===== config.mk =====
export PLATFORM = sky130hd
export DESIGN_NAME = framebuffer_port_arbiter
export DESIGN_NICKNAME = d
export VERILOG_FILES = /design/src/rtl/framebuffer_port_arbiter.sv
export SDC_FILE = /design/constraint.sdc
export NUM_CORES = 1
export LEC_CHECK = 0
export CAP_MARGIN = 0
export CORE_UTILIZATION = 40
export CTS_CLUSTER_SIZE = 10
export DETAILED_ROUTE_END_ITERATION = 6
export PLACE_DENSITY = 0.68
export SYNTH_ARGS = -nofsm -noshare
export SYNTH_HDL_FRONTEND = slang
export SYNTH_HIERARCHICAL = 1
export SYNTH_SLANG_ARGS = --single-unit

===== constraint.sdc =====
create_clock -name clk_i -period 3.38 [get_ports clk_i]
set_input_delay 1.014 -clock clk_i [delete_from_list [all_inputs] [get_ports clk_i]]
set_output_delay 1.014 -clock clk_i [all_outputs]
set_load 0.01 [all_outputs]

===== src/rtl/framebuffer_port_arbiter.sv =====
// Arbitrates a single-port framebuffer RAM between a buffered camera writer and
// a display reader; display reads always win, camera writes drain from a FIFO.

module framebuffer_port_arbiter_checker #(
    parameter int LVL_W      = 4,
    parameter int FIFO_DEPTH = 8
) (
    input  logic             clk_i,
    input  logic             reset_i,
    input  logic             mem_en_o,
    input  logic             mem_we_o,
    input  logic [LVL_W-1:0] fifo_level_o
);
    a_level_bound: assert property (@(posedge clk_i) disable iff (!reset_i)
        fifo_level_o <= LVL_W'(FIFO_DEPTH));

    a_we_needs_en: assert property (@(posedge clk_i) disable iff (!reset_i)
        mem_we_o |-> mem_en_o);
endmodule

module framebuffer_port_arbiter #(
    parameter int ADDR_WIDTH  = 17,
    parameter int DATA_WIDTH  = 12,
    parameter int FIFO_DEPTH  = 8,
    parameter int MEM_LATENCY = 1
) (
    input  logic                        clk_i,
    input  logic                        reset_i,
    input  logic                        cam_valid_i,
    input  logic [ADDR_WIDTH-1:0]       cam_addr_i,
    input  logic [DATA_WIDTH-1:0]       cam_data_i,
    output logic                        cam_ready_o,
    input  logic                        rd_req_i,
    input  logic [ADDR_WIDTH-1:0]       rd_addr_i,
    output logic                        rd_valid_o,
    output logic [DATA_WIDTH-1:0]       rd_data_o,
    output logic                        mem_en_o,
    output logic                        mem_we_o,
    output logic [ADDR_WIDTH-1:0]       mem_addr_o,
    output logic [DATA_WIDTH-1:0]       mem_wdata_o,
    input  logic [DATA_WIDTH-1:0]       mem_rdata_i,
    output logic [$clog2(FIFO_DEPTH):0] fifo_level_o,
    output logic                        overflow_o
);
    localparam int PTR_W = $clog2(FIFO_DEPTH);
    localparam int LVL_W = PTR_W + 1;
    localparam int ENT_W = ADDR_WIDTH + DATA_WIDTH;

    typedef enum logic [1:0] {
        ST_IDLE  = 2'd0,
        ST_READ  = 2'd1,
        ST_WRITE = 2'd2
    } state_t;

    state_t                 r_state;
    state_t                 w_next_state;
    logic [ENT_W-1:0]       r_fifo_mem [FIFO_DEPTH];
    logic [PTR_W-1:0]       r_wr_ptr;
    logic [PTR_W-1:0]       r_rd_ptr;
    logic [LVL_W-1:0]       r_level;
    logic                   w_full;
    logic                   w_empty;
    logic                   w_push;
    logic                   w_pop;
    logic [ADDR_WIDTH-1:0]  w_head_addr;
    logic [DATA_WIDTH-1:0]  w_head_data;
    logic                   r_mem_en;
    logic                   r_mem_we;
    logic [ADDR_WIDTH-1:0]  r_mem_addr;
    logic [DATA_WIDTH-1:0]  r_mem_wdata;
    logic [MEM_LATENCY-1:0] r_rd_pipe;
    logic                   r_rd_valid;
    logic [DATA_WIDTH-1:0]  r_rd_data;
    logic                   r_overflow;

    assign w_full  = (r_level == LVL_W'(FIFO_DEPTH));
    assign w_empty = (r_level == {LVL_W{1'b0}});
    assign w_push  = cam_valid_i && !w_full;
    assign w_pop   = (w_next_state == ST_WRITE);
    assign {w_head_addr, w_head_data} = r_fifo_mem[r_rd_ptr];

    // Grant decision: reads first, then pending camera writes, else idle.
    always_comb begin
        w_next_state = ST_IDLE;
        if (rd_req_i) begin
            w_next_state = ST_READ;
        end else if (!w_empty) begin
            w_next_state = ST_WRITE;
        end else begin
            w_next_state = ST_IDLE;
        end
    end

    // Grant state register.
    always_ff @(posedge clk_i or negedge reset_i) begin
        if (!reset_i) begin
            r_state <= ST_IDLE;
        end else begin
            r_state <= w_next_state;
        end
    end

    // Camera write FIFO: storage, pointers and occupancy.
    always_ff @(posedge clk_i or negedge reset_i) begin
        if (!reset_i) begin
            for (int i = 0; i < FIFO_DEPTH; i++) begin
                r_fifo_mem[i] <= {ENT_W{1'b0}};
            end
            r_wr_ptr <= {PTR_W{1'b0}};
            r_rd_ptr <= {PTR_W{1'b0}};
            r_level  <= {LVL_W{1'b0}};
        end else begin
            if (w_push) begin
                r_fifo_mem[r_wr_ptr] <= {cam_addr_i, cam_data_i};
                r_wr_ptr             <= r_wr_ptr + PTR_W'(1);
            end
            if (w_pop) begin
                r_rd_ptr <= r_rd_ptr + PTR_W'(1);
            end
            case ({w_push, w_pop})
                2'b10:   r_level <= r_level + LVL_W'(1);
                2'b01:   r_level <= r_level - LVL_W'(1);
                default: r_level <= r_level;
            endcase
        end
    end

    // RAM command registers; address and data hold while idle.
    always_ff @(posedge clk_i or negedge reset_i) begin
        if (!reset_i) begin
            r_mem_en    <= 1'b0;
            r_mem_we    <= 1'b0;
            r_mem_addr  <= {ADDR_WIDTH{1'b0}};
            r_mem_wdata <= {DATA_WIDTH{1'b0}};
        end else begin
            case (w_next_state)
                ST_READ: begin
                    r_mem_en   <= 1'b1;
                    r_mem_we   <= 1'b0;
                    r_mem_addr <= rd_addr_i;
                end
                ST_WRITE: begin
                    r_mem_en    <= 1'b1;
                    r_mem_we    <= 1'b1;
                    r_mem_addr  <= w_head_addr;
                    r_mem_wdata <= w_head_data;
                end
                ST_IDLE: begin
                    r_mem_en <= 1'b0;
                    r_mem_we <= 1'b0;
                end
                default: begin
                    r_mem_en <= 1'b0;
                    r_mem_we <= 1'b0;
                end
            endcase
        end
    end

    // Read tracking: bit k set means a read was presented to RAM k+1 cycles ago.
    always_ff @(posedge clk_i or negedge reset_i) begin
        if (!reset_i) begin
            r_rd_pipe  <= {MEM_LATENCY{1'b0}};
            r_rd_valid <= 1'b0;
            r_rd_data  <= {DATA_WIDTH{1'b0}};
        end else begin
            r_rd_pipe <= (r_rd_pipe << 1'b1) | MEM_LATENCY'(r_state == ST_READ);
            if (r_rd_pipe[MEM_LATENCY-1]) begin
                r_rd_valid <= 1'b1;
                r_rd_data  <= mem_rdata_i;
            end else begin
                r_rd_valid <= 1'b0;
            end
        end
    end

    // Sticky overflow: a camera pixel offered while the FIFO was full.
    always_ff @(posedge clk_i or negedge reset_i) begin
        if (!reset_i) begin
            r_overflow <= 1'b0;
        end else if (cam_valid_i && w_full) begin
            r_overflow <= 1'b1;
        end else begin
            r_overflow <= r_overflow;
        end
    end

    assign cam_ready_o  = !w_full;
    assign fifo_level_o = r_level;
    assign mem_en_o     = r_mem_en;
    assign mem_we_o     = r_mem_we;
    assign mem_addr_o   = r_mem_addr;
    assign mem_wdata_o  = r_mem_wdata;
    assign rd_valid_o   = r_rd_valid;
    assign rd_data_o    = r_rd_data;
    assign overflow_o   = r_overflow;

    framebuffer_port_arbiter_checker #(
        .LVL_W      (LVL_W),
        .FIFO_DEPTH (FIFO_DEPTH)
    ) u_checker (
        .clk_i        (clk_i),
        .reset_i      (reset_i),
        .mem_en_o     (mem_en_o),
        .mem_we_o     (mem_we_o),
        .fifo_level_o (fifo_level_o)
    );
endmodule


==> results.md <==
* Status: finished clean
* Core area at 0.0315 mm2
* Overflow after GRT at 0
* Clock-pin slew on the worst setup and hold paths at approximately 0.050 ns
* Post-Synth Simple-Gate Area at approximately 1.9%
* Worst endpoint required time at approximately 2.4 ns
* CTS Buffer Depth at 3
* Clk_lat worst skew at approximately 0.50 ns
* Syn Std Cell Area at ~0.013 mm2
* Pre-CTS worst setup slack at around 0.3 ns
* Post_cts resized at 0
* WL/cell at 20.4 um
* Clk sinks at 290
* Setup TNS at 0 ns
* Initial Util at about two fifths
* Flops & latches, synth at 290
* Area growth syn-to-layout at 20.3%
* Worst-margin pin slew at between 1 and 1.5 ns
* Synth area leader: dfrtp_1
* Count leader, synth: dfrtp_1
* Height of the die at 181 um
* Sw frac at between 20 and 30%
* Syn nets at ~850
* Worst setup margin at between 0.3 and 0.4 ns
* Cell Int Power at ~11000 uW
* Sequential power share at 42.0%
* RSZ-0062 raised after global routing: false
* Tcrit/Tclk final at 90.5%
* Clk network pwr share at 21.9%
* DRC at 0
* Static Leak at 0.00654 uW
* IO buf count at around 110
* Placed Cells at roughly 1300
* CTS Buf Count at 35
* Largest family of logic cells by synthesized area: multiplexers
* Adder-Cell Fraction of Synth Area at less than 1%
* Final Hold Vio Count at 0
* Arrival time worst endpoint at 2.04 ns
* Routed length on met3 at 1170 um
* Design Area, Final at approximately 0.015 mm2
* # setup viols final at 0
* Root Driver: clkbuf_16
* Total GRT Usage at ~17%
* Detailed Place HPWL at roughly 16000 um
* Layout cells sized above 1 at 41.4%
* Synth cell count leaders: dfrtp_1, mux2_2, mux4_2
* Hold/Removal Path Class: reg -> reg
* DRT Wirelength at 26800 um
* Ant diodes at 0
* Util after Layout at between 40% and 50%
* Register area share after synthesis at a little under three fifths
* R2R cell count at 9
* Max cap viols at 0
* Initial DRC Count at approximately 380
* Vias/cell at 5.38
* # nets final at a little under 1000
* VDD IR max at approximately 0.47 mV
* Mux share of post-synthesis cell area at 35.1%
* WHS Endpoint: r_rd_pipe$_DFF_PN0_
* R2R setup slack at 0.75 ns
* Hold depth at 1
* Vias in the first global route at between 7000 and 8000
* Initial antenna violation count at 2
* Die X at 181 um
* Layout Cells excl Fill at between 1000 and 1500
* Worst setup SP type: register
* Post-Synthesis Cells at a little under 800
* Instance area after placement at 0.0144 mm2
* Hold_sp: r_state[1]$_DFF_PN0_
* EDFF count, synth at 0
* Combinational Power Share at 36.1%
* Routed via count at around 7100
* Post-Route M1 WL at 12300 um
* Terminus of the critical flop-to-flop path: fifo_level_o[2]$_DFFE_PN0P_
* WS Path Type: reg -> out
* Post-synthesis xor/xnor area fraction at less than 1%
* CP max FO at 7
* Global-route wire length before repair at approximately 44000 um
* Synth Area in Compound Gates at approximately 2.2%
* Critical Path End Type: primary output
* Yosys warns at 6
* CTS tree: yes
* CTS H-Tree Depth at 2
* Synth cell types at 35
* Die area at 0.0326 mm2
* Main flop type after synthesis: dfrtp_1
* Reg2reg start: fifo_level_o[2]$_DFFE_PN0P_
* Ys async rst share at 100%
* Routed met2 length at around 13000 um
* Top post-synthesis cells by area: dfrtp_1, mux2_2, mux4_2
* Final min period at around 3 ns
* CTS Hold Bufs at 0
* Max-slew violations at 0
* Pin count of the biggest net entering global routing at 80
* Site Rows at between 60 and 70
* Uppermost routed layer: met5
* GPL Wtd Cong at 0.699
* First-pass iteration count of the detailed router at 4
* Yosys top cell area share at between 50% and 60%
* Fin Clk Skew at roughly 0.010 ns
* Routed Antenna Nets at 0
* Switch Pwr at 4400 uW
* Pwr per Cell Area at between 900 and 1000 mW/mm2
* Worst rel slew slack at between 20% and 30%
* # IOs at around 110
* Fmax at approximately 330 MHz
* Post-CTS Setup Inserts at 0
* Mean post-synth cell area at roughly 16 um2
-- power by group through the flow --
stage	clock (uW)	sequential, uW	combinational, uW
after CTS	3410	6370	5560
after global routing	3560	6620	5900
after floorplan	0	5940	4230
final	3310	6360	5470
after detailed placement	0	6400	5540
after global placement	0	6340	5420
-- worst max-delay path, cell delays in order (launching register included) --
cell	delay, ns
dfrtp_1	0.45
or4b_4	0.60
clkdlybuf4s50_1	0.50
-- layout make-up --
class,instances,area (um2)
fill,2672,16100
sequential,290,7260
multi-input combinational,439,5160
timing repair buffer,134,1430
clock buffer,47,983
tap,402,503
inverter,3,11.3
-- per-layer routing --
metal | vias to the layer above | track usage, %
met2 | 153 | 27.9
met4 | 2 | 5.37
met3 | 36 | 3.03
li1 | 3143 | -
met1 | 3739 | 23.9
met5 | - | 0
-- flip-flops by register name, indices dropped and copies added, names as in the netlist, 2 cells and up --
| signal | count |
|---|---|
| r_state | 2 |
| fifo_level_o | 4 |
| mem_wdata_o | 12 |
| r_rd_ptr | 3 |
| mem_addr_o | 17 |
| r_fifo_mem | 232 |
| rd_data_o | 12 |
| r_wr_ptr | 3 |
-- stage by stage --
stage	total power [uW]	hold WS (ns)
4_1_cts	15300	0.392
6_report	15100	0.389
5_1_grt	16100	0.413
3_5_place_dp	11900	0.385
2_1_floorplan	10200	0.378
3_3_place_gp	11800	0.381
-- worst max path at each step --
stage / start / endpoint / slack (ns) / depth (start not counted)
detailed placement: cam_valid_i / fifo_level_o[2]$_DFFE_PN0P_ / 0.30 / 10
global placement: cam_valid_i / fifo_level_o[2]$_DFFE_PN0P_ / 0.32 / 10
global route: fifo_level_o[2]$_DFFE_PN0P_ / cam_ready_o / 0.25 / 2
CTS: fifo_level_o[2]$_DFFE_PN0P_ / cam_ready_o / 0.30 / 2
finish: fifo_level_o[2]$_DFFE_PN0P_ / cam_ready_o / 0.32 / 2
floorplan: fifo_level_o[1]$_DFFE_PN0P_ / fifo_level_o[2]$_DFFE_PN0P_ / 0.84 / 12
-- kinds of logic (layout without fill, tap and decap cells) --
| kind of cell | after synthesis | in the layout |
|---|---|---|
| DFF | 290 | 290 |
| xor gates and xnor gates | 8 | 8 |
| adders and majority gates | 5 | 5 |
| muxes | 333 | 333 |
| and+or+nand+nor | 42 | 42 |
| buffers and inverters | 56 | 184 |
| AOI/OAI and AO/OA | 51 | 51 |
-- layout by cell type, fill, tap and decap left out, types with 2 or more instances in the layout --
cell,n
clkbuf_8,2
nand4b_2,2
mux2i_1,29
dfrtp_1,287
ha_1,5
clkbuf_16,37
mux4_2,58
buf_4,12
mux2_1,3
inv_1,2
nor2_4,2
clkdlybuf4s50_1,110
o21ai_0,2
mux2_2,213
mux2_4,30
dfrtp_2,2
nor2b_1,2
clkbuf_1,8
xor2_1,5
nor2_1,15
xnor2_1,3
o22ai_1,17
nand2_1,9
nor3b_2,2
buf_12,11
a21oi_1,31
Power figures use the tool's default switching activity.
